**src/rtl/synapse_scheduler.sv**
```systemverilog
// Presynaptic spike scheduler: edge-detects per-channel spikes, delays each by a
// programmable count, and serialises the results onto one output via round-robin.
module synapse_scheduler #(
    parameter int NUM_PRE       = 4,
    parameter int DELAY_W       = 3,
    parameter int DEFAULT_DELAY = 1
) (
    input  logic                       clk,
    input  logic                       rst_n,
    input  logic [NUM_PRE-1:0]         spike_in,
    input  logic                       cfg_we,
    input  logic [$clog2(NUM_PRE)-1:0] cfg_addr,
    input  logic [DELAY_W-1:0]         cfg_delay,
    input  logic                       ovf_clr,
    output logic                       spike_out,
    output logic [$clog2(NUM_PRE)-1:0] spike_src,
    output logic                       busy,
    output logic                       overflow
);
    localparam int AW = $clog2(NUM_PRE);

    typedef enum logic [1:0] {
        ST_IDLE  = 2'd0,
        ST_DELAY = 2'd1,
        ST_PEND  = 2'd2
    } ch_state_e;

    // state_q is the per-channel FSM state, kept as a named array for probing
    ch_state_e          state_q [NUM_PRE];
    ch_state_e          state_d [NUM_PRE];
    logic [DELAY_W-1:0] cnt_q   [NUM_PRE];
    logic [DELAY_W-1:0] cnt_d   [NUM_PRE];
    logic [DELAY_W-1:0] delay_q [NUM_PRE];

    logic [NUM_PRE-1:0] prev_q;
    logic [NUM_PRE-1:0] rise;
    logic [NUM_PRE-1:0] pend;
    logic [NUM_PRE-1:0] active;
    logic [AW-1:0]      last_grant_q;
    logic [AW-1:0]      grant_idx;
    logic [AW-1:0]      cand;
    logic               grant_vld;
    logic               drop;

    assign rise = spike_in & ~prev_q;
    assign busy = |active;
    assign drop = |(rise & active);

    always_comb begin
        pend   = '0;
        active = '0;
        for (int i = 0; i < NUM_PRE; i++) begin
            pend[i]   = (state_q[i] == ST_PEND);
            active[i] = (state_q[i] != ST_IDLE);
        end
    end

    // Scan from farthest to nearest so the first pending channel after last_grant wins
    always_comb begin
        grant_vld = 1'b0;
        grant_idx = last_grant_q;
        cand      = last_grant_q;
        for (int i = NUM_PRE; i >= 1; i--) begin
            cand = last_grant_q + AW'(i);
            if (pend[cand]) begin
                grant_vld = 1'b1;
                grant_idx = cand;
            end
        end
    end

    always_comb begin
        for (int i = 0; i < NUM_PRE; i++) begin
            state_d[i] = state_q[i];
            cnt_d[i]   = cnt_q[i];
            case (state_q[i])
                ST_IDLE: begin
                    if (rise[i]) begin
                        if (delay_q[i] == '0) begin
                            state_d[i] = ST_PEND;
                        end else begin
                            state_d[i] = ST_DELAY;
                            cnt_d[i]   = delay_q[i];
                        end
                    end
                end
                ST_DELAY: begin
                    if (cnt_q[i] <= DELAY_W'(1)) begin
                        state_d[i] = ST_PEND;
                        cnt_d[i]   = '0;
                    end else begin
                        cnt_d[i] = cnt_q[i] - DELAY_W'(1);
                    end
                end
                ST_PEND: begin
                    if (grant_vld && (grant_idx == AW'(i))) begin
                        state_d[i] = ST_IDLE;
                    end
                end
                default: begin
                    state_d[i] = ST_IDLE;
                    cnt_d[i]   = '0;
                end
            endcase
        end
    end

    always_ff @(posedge clk or negedge rst_n) begin
        if (!rst_n) begin
            for (int i = 0; i < NUM_PRE; i++) begin
                state_q[i] <= ST_IDLE;
                cnt_q[i]   <= '0;
                delay_q[i] <= DELAY_W'(DEFAULT_DELAY);
            end
            prev_q       <= '0;
            last_grant_q <= AW'(NUM_PRE - 1);
            spike_out    <= 1'b0;
            spike_src    <= '0;
            overflow     <= 1'b0;
        end else begin
            for (int i = 0; i < NUM_PRE; i++) begin
                state_q[i] <= state_d[i];
                cnt_q[i]   <= cnt_d[i];
            end
            // Rises on this edge already latched their delay above, so a write here is seen only later
            if (cfg_we) begin
                delay_q[cfg_addr] <= cfg_delay;
            end
            prev_q    <= spike_in;
            spike_out <= grant_vld;
            if (grant_vld) begin
                spike_src    <= grant_idx;
                last_grant_q <= grant_idx;
            end
            if (drop) begin
                overflow <= 1'b1;
            end else if (ovf_clr) begin
                overflow <= 1'b0;
            end
        end
    end

endmodule

```
**config.mk**
```make
export PLATFORM = sky130hd
export DESIGN_NAME = synapse_scheduler
export DESIGN_NICKNAME = d
export VERILOG_FILES = /design/src/rtl/synapse_scheduler.sv
export SDC_FILE = /design/constraint.sdc
export NUM_CORES = 1
export LEC_CHECK = 0
export ABC_AREA = 1
export CAP_MARGIN = 5
export CORE_MARGIN = 4
export CORE_UTILIZATION = 47
export DETAILED_ROUTE_END_ITERATION = 10
export PLACE_DENSITY_LB_ADDON = 0.25
export SYNTH_ARGS = -nofsm -noshare
export SYNTH_HDL_FRONTEND = slang
export SYNTH_SLANG_ARGS = --single-unit
```
**constraint.sdc**
```tcl
create_clock -name clk -period 3.2 [get_ports clk]
set_clock_uncertainty 0.1 [all_clocks]
set_input_delay 0.32 -clock clk [delete_from_list [all_inputs] [get_ports clk]]
set_output_delay 0.32 -clock clk [all_outputs]
set_load 0.01 [all_outputs]
```
==> results of run 1 <==
[path summary, 6_finish.rpt]
kind | depth (start not counted) | start | end | slack (ns)
max in group asynchronous | 1 | rst_n | delay_q[11] | 2.37
min in group clk | 1 | spike_in[0] | prev_q[0] | 0.39
max reg2reg | 13 | last_grant_q[0] | state_q[6] | 1.38
min reg2reg | 2 | delay_q[1] | delay_q[1] | 0.40
min | 1 | rst_n | spike_src[1] | 0.05
max | 3 | state_q[3] | busy | 0.96
[final cells by class]
class | instances | area, sq um | share of cell area [%]
well taps | 67 | 83.8 | 3.20
clock buffers | 7 | 86.3 | 3.30
multi-input cells | 181 | 1010 | 38.7
inverters | 55 | 206 | 7.88
clock inverters | 1 | 5.00 | 0.191
repair buffers | 17 | 165 | 6.30
flip-flops and latches | 42 | 1060 | 40.4
[worst reg2reg max path: cells and delay by family, from the launching register on]
| kind | cells | cell delay, ns |
|---|---|---|
| buf+inv | 2 | 0.20 |
| flops | 1 | 0.65 |
| simple gates | 11 | 0.77 |
[through the flow]
stage	hold WS, ns	utilization [%]
2_1_floorplan	-0.0756	-
3_5_place_dp	0.378	53.5
4_1_cts	0.0926	55.5
5_1_grt	0.137	55.5
6_report	0.0503	55.5
3_3_place_gp	0.370	53.5
[sequential cells by signal (all words and copies together), names as in the netlist]
name	cells
cnt_q	12
spike_src	2
state_q	8
last_grant_q	2
spike_out	1
delay_q	12
overflow	1
prev_q	4
[cells by family after synthesis]
family / after synthesis / synth area share, %
simple gates: 106 / 22.2
compound gates: 58 / 14.0
buf+inv: 56 / 9.50
flops: 42 / 46.2
fa+ha+maj: 7 / 3.82
xor+xnor: 6 / 2.29
mux: 4 / 1.97
[power by group through the flow]
stage / Clock [mW] / Sequential [mW] / Combinational (mW)
after detailed placement: 0 / 0.889 / 1.33
after global placement: 0 / 0.884 / 1.31
after global routing: 0.389 / 0.903 / 1.52
final: 0.351 / 0.878 / 1.34
after floorplan: 0 / 0.850 / 1.06
after CTS: 0.368 / 0.878 / 1.34
[routing by layer]
metal / global-route usage [%] / share of wire [%] / up-vias
li1: - / - / 945
met3: 4.41 / 5.1 / 6
met1: 20.3 / 49 / 815
met4: 7.12 / 1.6 / 0
met5: 0 / 0 / -
met2: 25.9 / 45 / 40
[cells in the mapped netlist, drive strengths merged]
cell,number,area share (%)
xor2,1,0.38
a21oi,8,1.7
nor2,20,3.9
nand2,61,11
a311oi,1,0.38
nand3,17,4.4
mux2,4,2.0
o211ai,1,0.33
dfrtp,36,39
inv,55,9.0
or2,1,0.27
xnor2,5,1.9
o21ai,34,7.4
a211oi,2,0.66
nor3,3,0.66
buf,1,0.49
ha,7,3.8
o22ai,8,2.2
nand4,4,1.7
o31ai,4,1.3
dfstp,6,6.9
==> metrics.txt, run 1 <==
worst-path cell with the longest stage delay sky130_fd_sc_hd__clkdlybuf4s50_1; post-synthesis average cell area 8.21 sq um; pin count of the biggest net entering global routing 43; wire length of the first global-routing pass between 7000 and 8000 um; P_leak 1.25 nW; most common cell after layout, fill and taps aside sky130_fd_sc_hd__nand2_1; TritonCTS clock tree done; width of the die between 70 and 80 um; post-detailed-route count of antenna-violating nets 0; number of fill cells in the layout 452; number of standard cells in the final layout excluding fillers 370; Peak supply drop 0.421 mV; peak per-stage delay on the critical path 0.52 ns; Fmax achieved 447 MHz; Post-Synthesis Cell Area about 0.0023 sq mm; Crit path max-delay family simple AND/OR/NAND/NOR gates; buffer depth of the longest clock path 2; count of buffering cells on the critical path with inverters included 1; required time at the endpoint of the critical path between 2 and 3 ns; Crit. End Element primary output; layout cell share with drive strength beyond 1 between 10% and 20%; clock buffers created by TritonCTS 5; kind of start point of the critical path register; Yosys Warn Count 0; clock-pin slew on the worst setup and hold paths 0.08 ns; buffer cell driving the clock tree root sky130_fd_sc_hd__clkbuf_8; Overflow after GRT 0; CTS resizes 0; vertical extent of the die 77.8 um; DP Wirelength 3370 um; core region area 0.00472 sq mm; Post-CTS Setup Inserts 0; clock period minus worst slack ~2.2 ns; number of sinks handled by clock tree synthesis 42; maximum fanout along the worst path 8; combinational share of power between 50% and 60%; via count of the first global-routing pass 1794; Die Outline Area 0.00606 sq mm; relative contribution of the clock network to total power a little over an eighth; Via Count roughly 1800; post-synthesis sequential area ratio 46.2%; Hold-fix buffers, CTS 0; total power ~2.6 mW; via/cell ratio 4.88; result of the run complete, no violations; power per cell area 979 mW/mm^2; antenna diode instance count 0; max-cap check violation count 0; placed cell areas 0.00253 sq mm; Skew-Pair Late Insertion Delay 0.30 ns; starting utilization of the core area 48.5%; finished layout cell area 0.00262 sq mm; worst-case setup slack after placement 1.18 ns; placed instance count 362; Max transition margin around two fifths; number of antenna violations at the first check in global routing 0; number of primary I/O pins 18; quantity of I/O buffers inserted on ports 17; final worst-path cycle share 69.9%; total number of nets in the final design 322; post-detailed-route DRC marker count 0; Flop pwr share 34.2%; total routing resource utilization after global routing ~16%; cell count after synthesis 279; Post-Syn Nets 299; Max Transition Viols Final 0; flip-flop and latch count after synthesis 42; sum of negative setup slack 0 ns; number of H-tree branching levels 2; Least-Margin Pin Slew 0.914 ns; Core Rows 25; setup slack after layout 0.963 ns; first-pass iteration count of the detailed router 4; Hold Violations, Final 0; wire length after detailed routing between 4000 and 5000 um; Worst EP arrival 1.82 ns; Syn-to-layout area delta 14.4%; Cell Chain, Critical Path nor2_1 -> nand4_1 -> clkdlybuf4s50_1; type of the tightest min-delay check in -> async; switch share 44.3%; RSZ-0062 raised after global routing false; internal power 1.43 mW; routed len/inst 11.9 um; final weighted congestion of routability-driven global placement 0.833; power dissipated by switching net loads 1.14 mW; count of final setup violators 0; commonest cells after routing, fill and taps aside 52 x sky130_fd_sc_hd__nand2_1, 49 x sky130_fd_sc_hd__inv_1, 36 x sky130_fd_sc_hd__dfrtp_1; detailed router's first-iteration violation count 67; kind of critical path reg -> out; count of distinct cell types in the synthesized netlist 27
No activity file was read; power rests on OpenSTA's default activity.
==> run 2: changes to the inputs <==
clock period = 2.09 ns   (was 3.2 ns; I/O delays follow)
==> run 2 against run 1 <==
  * Sequential cell count stayed put
  * Cell count is 1.6% higher
  * Global-route usage is 0.067 points lower
  * Setup slack worse by 0.81 ns
  * Critical endpoint unchanged
  * Largest power group unchanged
==> metrics.txt, run 2 (synthesis results as in run 1) <==
P_leak 1.27 nW; Die Outline Area between 0.006 and 0.007 sq mm; wire length after detailed routing 4410 um; length in cells of the worst reg-to-reg path 6; final weighted congestion of routability-driven global placement 0.814; pin count of the biggest net entering global routing 22; core region area 0.00472 sq mm; count of buffering cells on the critical path with inverters included 1; Worst EP arrival 1.62 ns; width of the die 77.8 um; Hold Violations, Final 0; kind of critical path reg -> out; kind of start point of the critical path register; final hold slack about 0.28 ns; count of final setup violators 0; worst-path cell with the longest stage delay sky130_fd_sc_hd__clkdlybuf4s50_1; hold-critical path depth 1; final worst-path cycle share 92.5%; Core Rows 25; Via Count 1838; Crit. End Element primary output; number of antenna violations at the first check in global routing 0; commonest cells after routing, fill and taps aside 52 x sky130_fd_sc_hd__nand2_1, 49 x sky130_fd_sc_hd__inv_1, 36 x sky130_fd_sc_hd__dfrtp_1; Cell Chain, Critical Path nor2_1 -> nand4_1 -> clkdlybuf4s50_1; wire length of the first global-routing pass 7860 um; type of the tightest min-delay check in -> reg; total number of nets in the final design approximately 330; Post-CTS Setup Inserts 0; setup slack after layout around 0.16 ns; TritonCTS clock tree done; peak per-stage delay on the critical path 0.50 ns; max-cap check violation count 0; power per cell area roughly 1500 mW/mm^2; Skew-Pair Late Insertion Delay 0.29 ns; Least-Margin Pin Slew between 0.4 and 0.5 ns; RSZ-0062 raised after global routing false; terminating pin of the worst hold path prev_q[0]; via count of the first global-routing pass 1696; Fmax achieved around 520 MHz; antenna diode instance count 0; clock period minus worst slack slightly below 2 ns; post-detailed-route count of antenna-violating nets 0; starting utilization of the core area roughly half; Syn-to-layout area delta 16.4%; sum of negative setup slack 0 ns; detailed router's first-iteration violation count 59; Overflow after GRT 0; DP Wirelength 3520 um; clock buffers created by TritonCTS 5; total routing resource utilization after global routing 16.1%; most common cell after layout, fill and taps aside sky130_fd_sc_hd__nand2_1; required time at the endpoint of the critical path 1.78 ns; Peak supply drop 0.646 mV; Max Transition Viols Final 0; routed len/inst about 12 um; maximum fanout along the worst path 5; buffer cell driving the clock tree root sky130_fd_sc_hd__clkbuf_8; result of the run complete, no violations; via/cell ratio 4.89; Crit path max-delay family buffers and inverters; placed instance count 367; startpoint of the most critical register-to-register path last_grant_q[0]; first-pass iteration count of the detailed router 4; CTS resizes 0; r2r endpoint spike_src[1]; number of H-tree branching levels 2; post-detailed-route DRC marker count 0; number of fill cells in the layout ~460; buffer depth of the longest clock path 2; largest registers cnt_q: 12 flops, delay_q: 12 flops, state_q: 8 flops; Reg2Reg Setup Slack 0.29 ns; clock-pin slew on the worst setup and hold paths 0.08 ns; Hold-fix buffers, CTS 1; vertical extent of the die 77.8 um; number of sinks handled by clock tree synthesis 42; number of primary I/O pins 18; layout cell share with drive strength beyond 1 14.9%; Seq. cell area 0.00106 sq mm; worst-case setup slack after placement 0.289 ns; area of the multi-input gates 0.00101 sq mm; start point of the worst hold path spike_in[0]; number of standard cells in the final layout excluding fillers 376; quantity of I/O buffers inserted on ports 17; Max transition margin 67.1%
run 2: worst max path at each step:
| stage | start | endpoint | slack [ns] | cells after the start |
|---|---|---|---|---|
| 2_1_floorplan | last_grant_q[0] | spike_src[1] | 0.39 | 7 |
| 3_3_place_gp | last_grant_q[0] | spike_src[1] | 0.34 | 6 |
| 3_5_place_dp | last_grant_q[0] | spike_src[1] | 0.29 | 6 |
| 4_1_cts | state_q[6] | busy | 0.13 | 3 |
| 5_1_grt | state_q[6] | busy | 0.02 | 3 |
| 6_report | state_q[6] | busy | 0.16 | 3 |
run 2: cell type report:
cell class	count	share of cell area (%)
clock inverters	3	0.798
inverters	55	7.74
multi-input cells	181	38.1
well taps	67	3.14
flip-flops and latches	42	39.7
clock buffers	5	2.58
repair buffers	23	7.98
run 2: metal layers:
metal,wire [um],vias to the layer above,GRT usage (%)
met5,0,-,0
li1,-,962,-
met2,1980,37,24.4
met4,46,0,4.45
met1,2190,833,23.0
met3,193,6,3.71
run 2: per-stage QoR:
step	cell area [sq um]	util, %	total power [mW]
final	2670	56.5	3.96
after global placement	2570	54.3	3.40
after CTS	2670	56.5	3.99
after floorplan	2290	-	2.93
after detailed placement	2570	54.3	3.46
after global routing	2670	56.5	4.33
run 2: worst reg2reg max path, stage by stage (launching register included):
cell                      delay [ns]
sky130_fd_sc_hd__dfstp_2        0.64
sky130_fd_sc_hd__xor2_1         0.23
sky130_fd_sc_hd__nand2_1        0.11
sky130_fd_sc_hd__nand2_1        0.09
sky130_fd_sc_hd__inv_2          0.07
sky130_fd_sc_hd__nand4_4        0.11
sky130_fd_sc_hd__mux2_2         0.34
run 2: report_power, final:
part / switching [mW] / total (mW) / internal [mW]
combinational: 1.23 / 2.08 / 0.855
sequential: 0.234 / 1.34 / 1.11
clock: 0.293 / 0.528 / 0.235
total: 1.76 / 3.96 / 2.20
==> run 3: changes to the inputs <==
CTS_BUF_LIST = sky130_fd_sc_hd__clkbuf_4 sky130_fd_sc_hd__clkbuf_8 sky130_fd_sc_hd__clkbuf_16   (was default)
==> results of run 3 <==
Same layout as run 2: the final DEF is identical, and so are final timing and power.
==> patch: new RTL, flow settings as in run 3 <==
Put a register stage on the output `busy`, with the module's reset. The value now appears one clock later. The other outputs are not delayed to match.
--- a/src/rtl/synapse_scheduler.sv
+++ b/src/rtl/synapse_scheduler.sv
@@ -43,7 +43,13 @@
     logic               drop;
 
     assign rise = spike_in & ~prev_q;
-    assign busy = |active;
+    always_ff @(posedge clk or negedge rst_n) begin
+        if (!rst_n) begin
+            busy <= '0;
+        end else begin
+            busy <= |active;
+        end
+    end
     assign drop = |(rise & active);
 
     always_comb begin
Formal check against the unedited RTL: not equivalent (Yosys sat finds a counterexample within 4 cycles, from zero or initial values and one cycle with rst_n low).
==> patch against run 3 <==
  * Sequential cell count up 1
  * Worst setup slack better by 0.057 ns
  * Die area down 0.78%
  * Highest routed layer unchanged
  * Design area down 1.2%
  * Power down 3.0%
  * Routed wire length up 1.9%
  * Synthesized area down 0.87%
  * Largest cell class unchanged
  * Critical endpoint is now state_q[2]$_DFFE_PN0P_
==> patch: results (changes against run 3) <==
The flow ran to the end, and the final reports show no timing, DRC or antenna violations. The via count of the first global-routing pass is 1705 (+0.53%). Tracing the worst setup path back leads to its startpoint at last_grant_q[0]$_DFFE_PN1P_. The detail-routed net length per standard cell is 12.4 µm (+6.1%).

The share of cells above drive strength 1 is 12.4% (-2.5 points). The slack of the worst reg-to-reg path came out at 0.21 ns (-0.08 ns). The reg-to-reg critical path startpoint is last_grant_q[0]$_DFFE_PN1P_. The first-iteration detailed-routing DRC count is 117 (+98%). The net count after synthesis is 296 (-1.0%). The first-pass GRT wire length is 7640 µm (-2.8%). The worst min-delay path class is in -> async. The slowest cell on the critical path is dfstp_2.

The combinational group power is 1.92 mW (-8%). The setup slack after placement is 0.223 ns (-0.0663 ns). The end of the worst register-to-register path is state_q[2]$_DFFE_PN0P_. The instance area at placement came out at 0.00253 mm² (-1.4%). The number of distinct library cell variants in the gate-level netlist after synthesis is 30 (+11%). The peak fanout along the critical path came to 9 (+4).

The post-route minimum period came out at 1.88 ns (-0.0570 ns). The cell count after placement came out at 352 (-4.1%). In the final layout, the registers with the most flip-flops are cnt_q x12, delay_q x12, state_q x8. The portion of the post-synthesis area used by sequential elements is 47.7% (+1.5 points). The average via count per standard cell is 5.08 (+3.9%). The final HPWL from detailed placement came out at 3530 µm (+0.45%). The number of inserted diodes came out at 0 (unchanged). The overall power came out at 3.84 mW (-3.0%).

The static power due to leakage came to 1.28 nW (+0.67%). The number of non-filler instances in the completed layout is 361 (-4.0%). The net count reported at finish came out at 325 (-0.91%). The pin count of the biggest net entering global routing is 19 (-14%). The most common flop cell mapped by yosys is dfrtp_1. The maximum vdd ir drop came out at 0.603 mV (-6.7%). The number of fill cells is 446 (-2.2%). The total global routing track utilization came out at 15.9% (-0.16 points). The clock reaches the later pin of the worst-skew pair after 0.30 ns.

The cell type group with the largest total delay on the critical path is simple AND/OR/NAND/NOR gates. The commonest cells after synthesis are nand2_1, inv_1, dfrtp_1, o21ai_0, nand3_1. The switching share of power came out at 43.0% (-1.3 points).

The post-synthesis cell count is 277 (-0.72%). After synthesis, the cell types taking the most area are dfrtp_1, nand2_1, inv_1. The delay contributed by the slowest stage of the critical path is 0.67 ns (+0.17 ns). The depth of the worst register-to-register path came out at 10 (+4). The transition time at the pin with the least slew margin was 0.509 ns (+0.0157 ns). The data arrival time of the critical path came out at 1.95 ns (+0.33 ns). The worst setup path is of the reg -> reg kind. The weighted congestion reported at the end of routability-driven placement came out at 0.861 (+5.7%). The initial antenna violation count came out at 0 (unchanged).
==> patch: cell types whose count changed after synthesis, moves of 3 or more <==
| cell | before | now |
|---|---|---|
| o21ai_0 | 34 | 30 |
| nand2_1 | 52 | 56 |
| nand3_1 | 14 | 17 |
| nand2_2 | 8 | 3 |
| a21oi_1 | 8 | 11 |
| nand3_2 | 3 | 0 |
==> patch: worst min path at each step <==
stage / startpoint / to / slack, ns / cells past startpoint
2_1_floorplan: rst_n / busy$_DFF_PN0_ / -0.19 / 0
3_3_place_gp: rst_n / spike_out$_DFF_PN0_ / 0.007 / 1
3_5_place_dp: rst_n / spike_out$_DFF_PN0_ / 0.005 / 1
4_1_cts: rst_n / cnt_q[1]$_DFFE_PN0P_ / 0.21 / 2
5_1_grt: rst_n / cnt_q[2]$_DFFE_PN0P_ / 0.24 / 2
6_report: rst_n / cnt_q[1]$_DFFE_PN0P_ / 0.21 / 2
==> patch: cell families after synthesis <==
kind of cell,share of synthesized area [%]
AOI/OAI and AO/OA,14.8
xor gates and xnor gates,2.31
adders and majority gates,3.31
buffers and inverters,9.70
DFF,47.7
muxes,1.98
and+or+nand+nor,20.2
==> patch: metal layers <==
| metal | share of wire [%] | vias up | track usage [%] |
|---|---|---|---|
| met5 | 0 | - | 0 |
| met4 | 1.6 | 0 | 6.05 |
| met3 | 3.5 | 7 | 3.02 |
| met2 | 46 | 30 | 26.4 |
| met1 | 49 | 837 | 20.7 |
| li1 | - | 959 | - |
==> patch: final cells by class <==
cell class	count	area [µm²]	area share (%)
Tap cell	54	67.6	2.56
Sequential cell	43	1080	41.1
Clock inverter	1	5.00	0.190
Multi-Input combinational cell	178	967	36.7
Inverter	55	209	7.93
Timing Repair Buffer	23	213	8.07
Clock buffer	7	90.1	3.42
